===== config.mk =====
export PLATFORM = sky130hd
export DESIGN_NAME = t02_mem_arbiter
export DESIGN_NICKNAME = d
export VERILOG_FILES = /design/src/rtl/t02_mem_pkg.sv /design/src/rtl/t02_arb_pick.sv /design/src/rtl/t02_mem_arbiter.sv
export SDC_FILE = /design/constraint.sdc
export NUM_CORES = 1
export LEC_CHECK = 0
export CAP_MARGIN = 10
export CORE_MARGIN = 1
export CORE_UTILIZATION = 45
export CTS_CLUSTER_DIAMETER = 80
export DETAILED_ROUTE_END_ITERATION = 6
export GPL_TIMING_DRIVEN = 0
export PLACE_DENSITY = 0.88
export SLEW_MARGIN = 40
export SYNTH_ARGS = -nofsm -noshare
export SYNTH_HDL_FRONTEND = slang
export SYNTH_SLANG_ARGS = --single-unit

===== constraint.sdc =====
create_clock -name CLK -period 6.1 [get_ports CLK]
set_clock_uncertainty 0.15 [all_clocks]
set_input_delay 1.22 -clock CLK [delete_from_list [all_inputs] [get_ports CLK]]
set_output_delay 1.22 -clock CLK [all_outputs]
set_load 0.1 [all_outputs]

===== src/rtl/t02_mem_pkg.sv =====
// Shared types for the instruction/data memory arbiter.
// Holds FSM state, owner encoding and the abort fill word.
package t02_mem_pkg;

    typedef enum logic [1:0] {
        IDLE  = 2'd0,
        ISSUE = 2'd1,
        WAIT  = 2'd2,
        RESP  = 2'd3
    } arb_state_t;

    typedef enum logic {
        OWN_I = 1'b0,
        OWN_D = 1'b1
    } owner_t;

    localparam logic [31:0] TIMEOUT_DATA = 32'hDEADBEEF;

endpackage


===== src/rtl/t02_arb_pick.sv =====
// Winner select between fetch and data requesters.
// Data normally wins; a waiting fetch wins once starved.
module t02_arb_pick
    import t02_mem_pkg::*;
#(
    parameter int STARVE_LIMIT = 4
) (
    input  logic   CLK,
    input  logic   RST,
    input  logic   grant_en,
    input  logic   i_req,
    input  logic   d_req,
    output logic   grant,
    output owner_t owner
);

    localparam int SW = $clog2(STARVE_LIMIT + 1);
    localparam logic [SW-1:0] SMAX = SW'(STARVE_LIMIT);

    logic [SW-1:0] starve_q;
    logic [SW-1:0] starve_d;
    logic          fetch_wins;

    // Pick the winner and work out the next starvation count.
    always_comb begin
        fetch_wins = i_req && (!d_req || (starve_q == SMAX));
        grant      = grant_en && (i_req || d_req);
        owner      = fetch_wins ? OWN_I : OWN_D;
        starve_d   = starve_q;
        if (grant) begin
            if (!fetch_wins && i_req) begin
                if (starve_q != SMAX) begin
                    starve_d = starve_q + 1'b1;
                end
            end else begin
                starve_d = '0;
            end
        end
    end

    // Starvation counter register.
    always_ff @(posedge CLK) begin
        if (RST) begin
            starve_q <= '0;
        end else begin
            starve_q <= starve_d;
        end
    end

endmodule


===== src/rtl/t02_mem_arbiter.sv =====
// Shares one RAM/bus port between fetch and load/store.
// One transaction at a time: IDLE, ISSUE, WAIT, RESP.
module t02_mem_arbiter
    import t02_mem_pkg::*;
#(
    parameter int ADDR_W       = 32,
    parameter int DATA_W       = 32,
    parameter int STARVE_LIMIT = 4,
    parameter int TIMEOUT      = 255
) (
    input  logic              CLK,
    input  logic              RST,
    input  logic              halt,
    input  logic              i_req,
    input  logic [ADDR_W-1:0] i_addr,
    output logic              i_ready,
    output logic [DATA_W-1:0] i_rdata,
    input  logic              d_ren,
    input  logic              d_wen,
    input  logic [ADDR_W-1:0] d_addr,
    input  logic [DATA_W-1:0] d_wdata,
    output logic              d_ready,
    output logic [DATA_W-1:0] d_rdata,
    output logic              err,
    output logic              ram_ren,
    output logic              ram_wen,
    output logic [ADDR_W-1:0] ram_addr,
    output logic [DATA_W-1:0] ram_wdata,
    input  logic [DATA_W-1:0] ram_rdata,
    input  logic              ram_busy
);

    localparam int TW = $clog2(TIMEOUT + 1);
    localparam logic [TW-1:0] TMO_MAX = TW'(TIMEOUT);
    localparam logic [DATA_W-1:0] FILL = DATA_W'(TIMEOUT_DATA);

    arb_state_t        state_q, state_d;
    owner_t            owner_q, owner_d;
    logic              wr_q, wr_d;
    logic              abort_q, abort_d;
    logic [TW-1:0]     tmo_q, tmo_d;
    logic [ADDR_W-1:0] addr_q, addr_d;
    logic [DATA_W-1:0] wdata_q, wdata_d;
    logic [DATA_W-1:0] irdata_q, irdata_d;
    logic [DATA_W-1:0] drdata_q, drdata_d;

    logic   d_req;
    logic   grant_en;
    logic   grant;
    owner_t pick;
    logic   on_bus;

    assign d_req    = d_ren | d_wen;
    assign grant_en = (state_q == IDLE) && !halt;

    t02_arb_pick #(
        .STARVE_LIMIT(STARVE_LIMIT)
    ) u_pick (
        .CLK     (CLK),
        .RST     (RST),
        .grant_en(grant_en),
        .i_req   (i_req),
        .d_req   (d_req),
        .grant   (grant),
        .owner   (pick)
    );

    // Transaction sequencing, request latching and read capture.
    always_comb begin
        state_d  = state_q;
        owner_d  = owner_q;
        wr_d     = wr_q;
        abort_d  = abort_q;
        tmo_d    = tmo_q;
        addr_d   = addr_q;
        wdata_d  = wdata_q;
        irdata_d = irdata_q;
        drdata_d = drdata_q;
        unique case (state_q)
            IDLE: begin
                if (grant) begin
                    owner_d = pick;
                    abort_d = 1'b0;
                    tmo_d   = '0;
                    if (pick == OWN_I) begin
                        addr_d = i_addr;
                        wr_d   = 1'b0;
                    end else begin
                        addr_d  = d_addr;
                        wdata_d = d_wdata;
                        wr_d    = d_wen;
                    end
                    state_d = ISSUE;
                end
            end
            ISSUE: begin
                state_d = WAIT;
            end
            WAIT: begin
                if (!ram_busy) begin
                    if (!wr_q) begin
                        if (owner_q == OWN_I) begin
                            irdata_d = ram_rdata;
                        end else begin
                            drdata_d = ram_rdata;
                        end
                    end
                    state_d = RESP;
                end else begin
                    tmo_d = tmo_q + 1'b1;
                    if (tmo_d == TMO_MAX) begin
                        abort_d = 1'b1;
                        if (!wr_q) begin
                            if (owner_q == OWN_I) begin
                                irdata_d = FILL;
                            end else begin
                                drdata_d = FILL;
                            end
                        end
                        state_d = RESP;
                    end
                end
            end
            RESP: begin
                tmo_d   = '0;
                state_d = IDLE;
            end
            default: begin
                state_d = IDLE;
            end
        endcase
    end

    // State and datapath registers with synchronous reset.
    always_ff @(posedge CLK) begin
        if (RST) begin
            state_q  <= IDLE;
            owner_q  <= OWN_I;
            wr_q     <= 1'b0;
            abort_q  <= 1'b0;
            tmo_q    <= '0;
            addr_q   <= '0;
            wdata_q  <= '0;
            irdata_q <= '0;
            drdata_q <= '0;
        end else begin
            state_q  <= state_d;
            owner_q  <= owner_d;
            wr_q     <= wr_d;
            abort_q  <= abort_d;
            tmo_q    <= tmo_d;
            addr_q   <= addr_d;
            wdata_q  <= wdata_d;
            irdata_q <= irdata_d;
            drdata_q <= drdata_d;
        end
    end

    // Strobes and ready pulses decode straight from registered state.
    always_comb begin
        on_bus  = (state_q == ISSUE) || (state_q == WAIT);
        ram_ren = on_bus && !wr_q;
        ram_wen = on_bus && wr_q;
        i_ready = (state_q == RESP) && (owner_q == OWN_I);
        d_ready = (state_q == RESP) && (owner_q == OWN_D);
        err     = (state_q == RESP) && abort_q;
    end

    assign ram_addr  = addr_q;
    assign ram_wdata = wdata_q;
    assign i_rdata   = irdata_q;
    assign d_rdata   = drdata_q;

endmodule


# == Word level (Yosys, flattened, before mapping) ==
# Cells that the tools add are included.
# totals
ram_bits,0
register_bits,144
inputBits,135
n_memories,0
latch_bits,0
word_cells,88
output_inout_bits,133
romBits,0
# op_classes
shifts,0
n_lt_le_gt_ge,0
n_bitwise,3
eq_ne,17
n_mux,28
n_reduce_logical,28
div_mod_pow,0
n_mul,0
add_sub_neg,2
# ops
op,count
$mux 32,13
$pmux 8 s3,1
$ne 2x2->1 const B,9
$mux 8,2
$reduce_and 6->1,2
$logic_and 1x1->1,9
$add 8x1->8 const B,1
$eq 8x8->1 const B,1
$pmux 2 s4,1
$mux 2,3
$mux 3,2
$ne 3x3->1 const B,2
$reduce_and 2->1,3
$reduce_and 3->1,2
$mux 1,5
$eq 2x2->1 const B,2
$logic_not 1->1,4
$reduce_and 4->1,1
$reduce_bool 2->1,2
$add 3x1->3 const B,1
$eq 3x3->1 const B,1
$logic_or 1x1->1,3
$reduce_bool 3->1,1
$eq 2x1->1 const B,1
5 further kinds,6

# == Depth between registers and ports, before layout ==
# logic_depth
depth_word,8
mapped_depth,10
depth_no_buf,7

# == Modules after synthesis ==
# A second synthesis with hierarchy kept.
# unflattened
hier_cells,700
hier_area_um2,6206.0
# by_module_without_submodules
mod,area_each_um2,n_inst,seq_area_each_um2,cells_each
t02_mem_arbiter,6028.3,1,2822.7,678
t02_arb_pick,177.7,1,60.1,22

# == Worst setup path after synthesis ==
# OpenSTA, ideal clock, no wires.
# synth_timing
path_kind,register to output
startpoint,register state_q[0]
endpoint,output port ram_ren
arrival_ns,2.066
path_stages_with_launch,4
required_ns,4.730
setup_slack_ns,2.664
path_buffers,0
path_cell_list,dfxtp_1 > inv_1 > ha_1 > nor2b_1
# synth_between
elab_chain_len,3
word_cells_on_any_way,4
cone_classes,2 x eq/ne; 2 x reduce/logical
# synth_lines
element,line_no,rtl
start: declaration,t02_mem_arbiter.sv:37,"arb_state_t state_q, state_d;"
start signal: assignment,t02_mem_arbiter.sv:147,state_q <= state_d;
$eq 2x1->1 / $eq 2x2->1 (equally long branches),t02_mem_arbiter.sv:161,on_bus = (state_q == ISSUE) || (state_q == WAIT);
$logic_or 1x1->1 *,t02_mem_arbiter.sv:161,
$logic_and 1x1->1 *,t02_mem_arbiter.sv:162,ram_ren = on_bus && !wr_q;
end: declaration,t02_mem_arbiter.sv:25,"output logic ram_ren,"
# Every way passes the cells marked *; elsewhere a longest branch is shown, timed or not.

# == Worst setup path after layout ==
# layout_timing
startpoint,input port i_req
endpoint,register addr_q[2] (netlist: ram_addr[2])
# layout_between
elab_chain_len,3
word_cells_on_any_way,5
cone_classes,1 x mux; 4 x reduce/logical
# layout_lines
element,line_no,rtl
start: declaration,t02_mem_arbiter.sv:14,"input logic i_req,"
$logic_or 1x1->1,t02_arb_pick.sv:27,grant = grant_en && (i_req || d_req);
$logic_and 1x1->1,t02_arb_pick.sv:27,
$reduce_and 2->1 (no line),-,
end signal: assignment,t02_mem_arbiter.sv:152,addr_q <= addr_d;
end: declaration,t02_mem_arbiter.sv:42,"logic [ADDR_W-1:0] addr_q, addr_d;"
# Parallel ways exist; a longest one is shown, timed or not.
# A chain may end at the register's enable or synchronous reset.

==> flow_summary.yaml <==
cts:
  path_clk_slew_ns: 0.05
  numCtsBuffers: 17
  cts_resized: 0
  clockBufferDepth: 2
  root_buffer: "clkbuf_16"
  htree_levels: 4
  clock_latency_ns: 0.41
  ctsHoldBuffers: 0
  cts_setup_buffers: 0
  cts.sinks: 144
  cts_tree: "yes"
logic_synthesis:
  yosysTopAreaCell: "dfxtp_1"
  ys.flop_type: "dfxtp_1"
  synth_area_leaders: "dfxtp_1 49%, nor2_1 8.6%, o21a_1 6.5%, a21oi_1 5.6%, mux2i_1 5.6%"
  syn_area_mm2: 0.005931
  ys_top_cells_by_count: "144 x dfxtp_1, 136 x nor2_1, 88 x nand2_1"
  yosysMostFrequentCell: "dfxtp_1"
  yosys_register_bits: 144
  synth_warnings: 0
  syn_inst: 693
  yosysSeqAreaShare_pct: 48.61
  synth_top_area_share_pct: 48.61
  synth.avg_cell_area_um2: 8.558
  async_flop_share_pct: 0
  synth_nets: 836
  synth-edff-count: 0
  synth.distinct_cells: 42
critical_path:
  worst-setup-path-type: "input pin to flip-flop"
  cp-start-kind: "input pin"
  r2r_slack_ns: 3.72
  required_ns: 6.22
  reg2reg_to: "ram_addr[2]"
  cp.arrival_ns: 3.29
  reg2reg_depth: 6
  startpoint: "i_req"
  critPathCaptureType: "flip-flop"
  rr_startpoint: "state_q[1]"
  crit_fanout: 10
global_route:
  grt_pass1_vias: 5503
  grt_max_degree: 17
  grt_pass1_wl_mm: 26.21
  antenna_found_initial: 0
  grt.total_usage_pct: 25.05
  grt_overflow: 0
detailed_routing:
  drt_pass1_iterations: 4
  wire_per_inst_um: 14.74
  detail-route-antenna-nets: 0
  drt_iter0_markers: 229
  drc: 0
  vias: 5813
  wl_mm: 17.11
  via_per_inst: 5.007
worst_hold_path:
  holdPathStages: 2
  hold_start: "ram_wdata[18]"
  whs_endpoint: "ram_wdata[18]"
  min_path_type: "flip-flop to flip-flop"
finish:
  drive_gt1_share_pct: 19.41
  syn2layout_area_growth_pct: 46.84
  instances_no_fill: 1161
  nets: 1120
  diodes: 0
  utilization_pct: 68.45
power_and_ir_drop:
  vdd_ir_drop_max_mv: 0.2699
  power.density_mw_per_mm2: 464.8
  leakage_nw: 3.906
status:
  status: "completed"
floorplanning:
  die_w_um: 116.8
  num_io_pins: 268
  dieHeight_um: 116.8
  dieArea_mm2: 0.01364
  start_util_pct: 46.62
  coreArea_mm2: 0.01272
  rows: 41
sta:
  hold_viol_final: 0
  period_share_pct: 51.99
  fin_tns_setup_ns: 0
  fmax_mhz: 315.3
  tightest_slew_ns: 0.5570
  max-slew-margin-rel_pct: 62.86
  slew_violations: 0
  rsz0062_at_grt: "no"
  setup_viol: 0
  period_minus_slack_ns: 3.171
placement:
  dp.cells: 1130
  dpl.hpwl_mm: 12.90
  gp_congestion: 0.8265
  io_buffer_count: 265
run:
  drv_cap: 0
## layout by cell type (no fill, tap or decap), types with 4 or more instances in the layout
cell and n:
buf_2 151, dfxtp_1 144, nor2_1 136, clkdlybuf4s50_1 132
nand2_1 88, a21oi_1 66, o21a_1 51, a211oi_1 40
clkbuf_1 36, mux2i_1 33, clkbuf_16 17, and2_1 9
inv_1 8, ha_1 8, o21ai_0 7, a311oi_1 6
nor3_1 6, nand2b_1 5, nor2b_1 4, clkbuf_8 4
clkinv_2 4
## cell type report
cell class,instances,area (µm²)
timing repair buffer,265,1987
fill,1127,4014
inverter,8,30.03
clock buffer,25,495.5
tap,172,215.2
sequential,144,2883
multi-input combinational,490,2796
clock inverter,6,80.08
buffer,51,221.5
## sequential cells by signal, summed over array words and instances, names as in the netlist
register / count
owner_q: 1
abort_q: 1
i_rdata: 32
state_q: 2
ram_wdata: 32
wr_q: 1
tmo_q: 8
d_rdata: 32
ram_addr: 32
u_pick.starve_q: 3
## stage by stage
stage / worst slack, ns / total power, mW / cell area, µm² / hold slack (ns)
finish: 2.929 / 4.048 / 8708 / 0.2988
global route: 2.744 / 4.219 / 8708 / 0.3161
CTS: 2.933 / 4.071 / 8708 / 0.3024
detailed placement: 2.530 / 3.054 / 8133 / 0.2943
global placement: 2.586 / 3.169 / 8798 / 0.2909
floorplan: 2.664 / 2.677 / 5931 / 0.2946
## layer usage
| metal | GRT usage [%] | up-vias | wire length (µm) |
|---|---|---|---|
| met5 | 0 | - | 0 |
| met4 | 10.46 | 0 | 399 |
| met3 | 6.385 | 28 | 1082 |
| met2 | 42.84 | 182 | 8566 |
| met1 | 29.95 | 2679 | 7062 |
| li1 | - | 2924 | - |
## worst max-delay path, stage by stage
cell and delay (ns):
clkdlybuf4s50_1 0.56, nor3_1 0.11, nor3b_2 0.39, clkbuf_1 0.44
clkbuf_1 0.41, a211oi_1 0.15
## worst max path at each step
stage / slack [ns] / depth (start not counted) / endpoint
floorplan: 2.66 / 3 / ram_ren
global placement: 2.59 / 6 / ram_addr[4]
detailed placement: 2.53 / 6 / ram_addr[1]
CTS: 2.93 / 6 / ram_addr[2]
global route: 2.74 / 6 / ram_addr[7]
finish: 2.93 / 6 / ram_addr[2]
## kinds of logic (layout without fill, tap and decap cells)
| group | count (synthesis) | in the layout | share of synthesized area, % |
|---|---|---|---|
| simple gates | 265 | 265 | 18.71 |
| compound gates | 182 | 182 | 20.89 |
| flops | 144 | 144 | 48.61 |
| buf+inv | 59 | 355 | 4.241 |
| mux | 33 | 33 | 5.570 |
| fa+ha+maj | 8 | 8 | 1.688 |
| xor+xnor | 2 | 2 | 0.2954 |
## power breakdown
| group | total (mW) | internal [mW] | switching (mW) |
|---|---|---|---|
| combinational | 1.86 | 0.374 | 1.49 |
| clock | 1.01 | 0.641 | 0.374 |
| sequential | 1.17 | 1.09 | 0.0792 |
(Power assumes the default switching activity.)
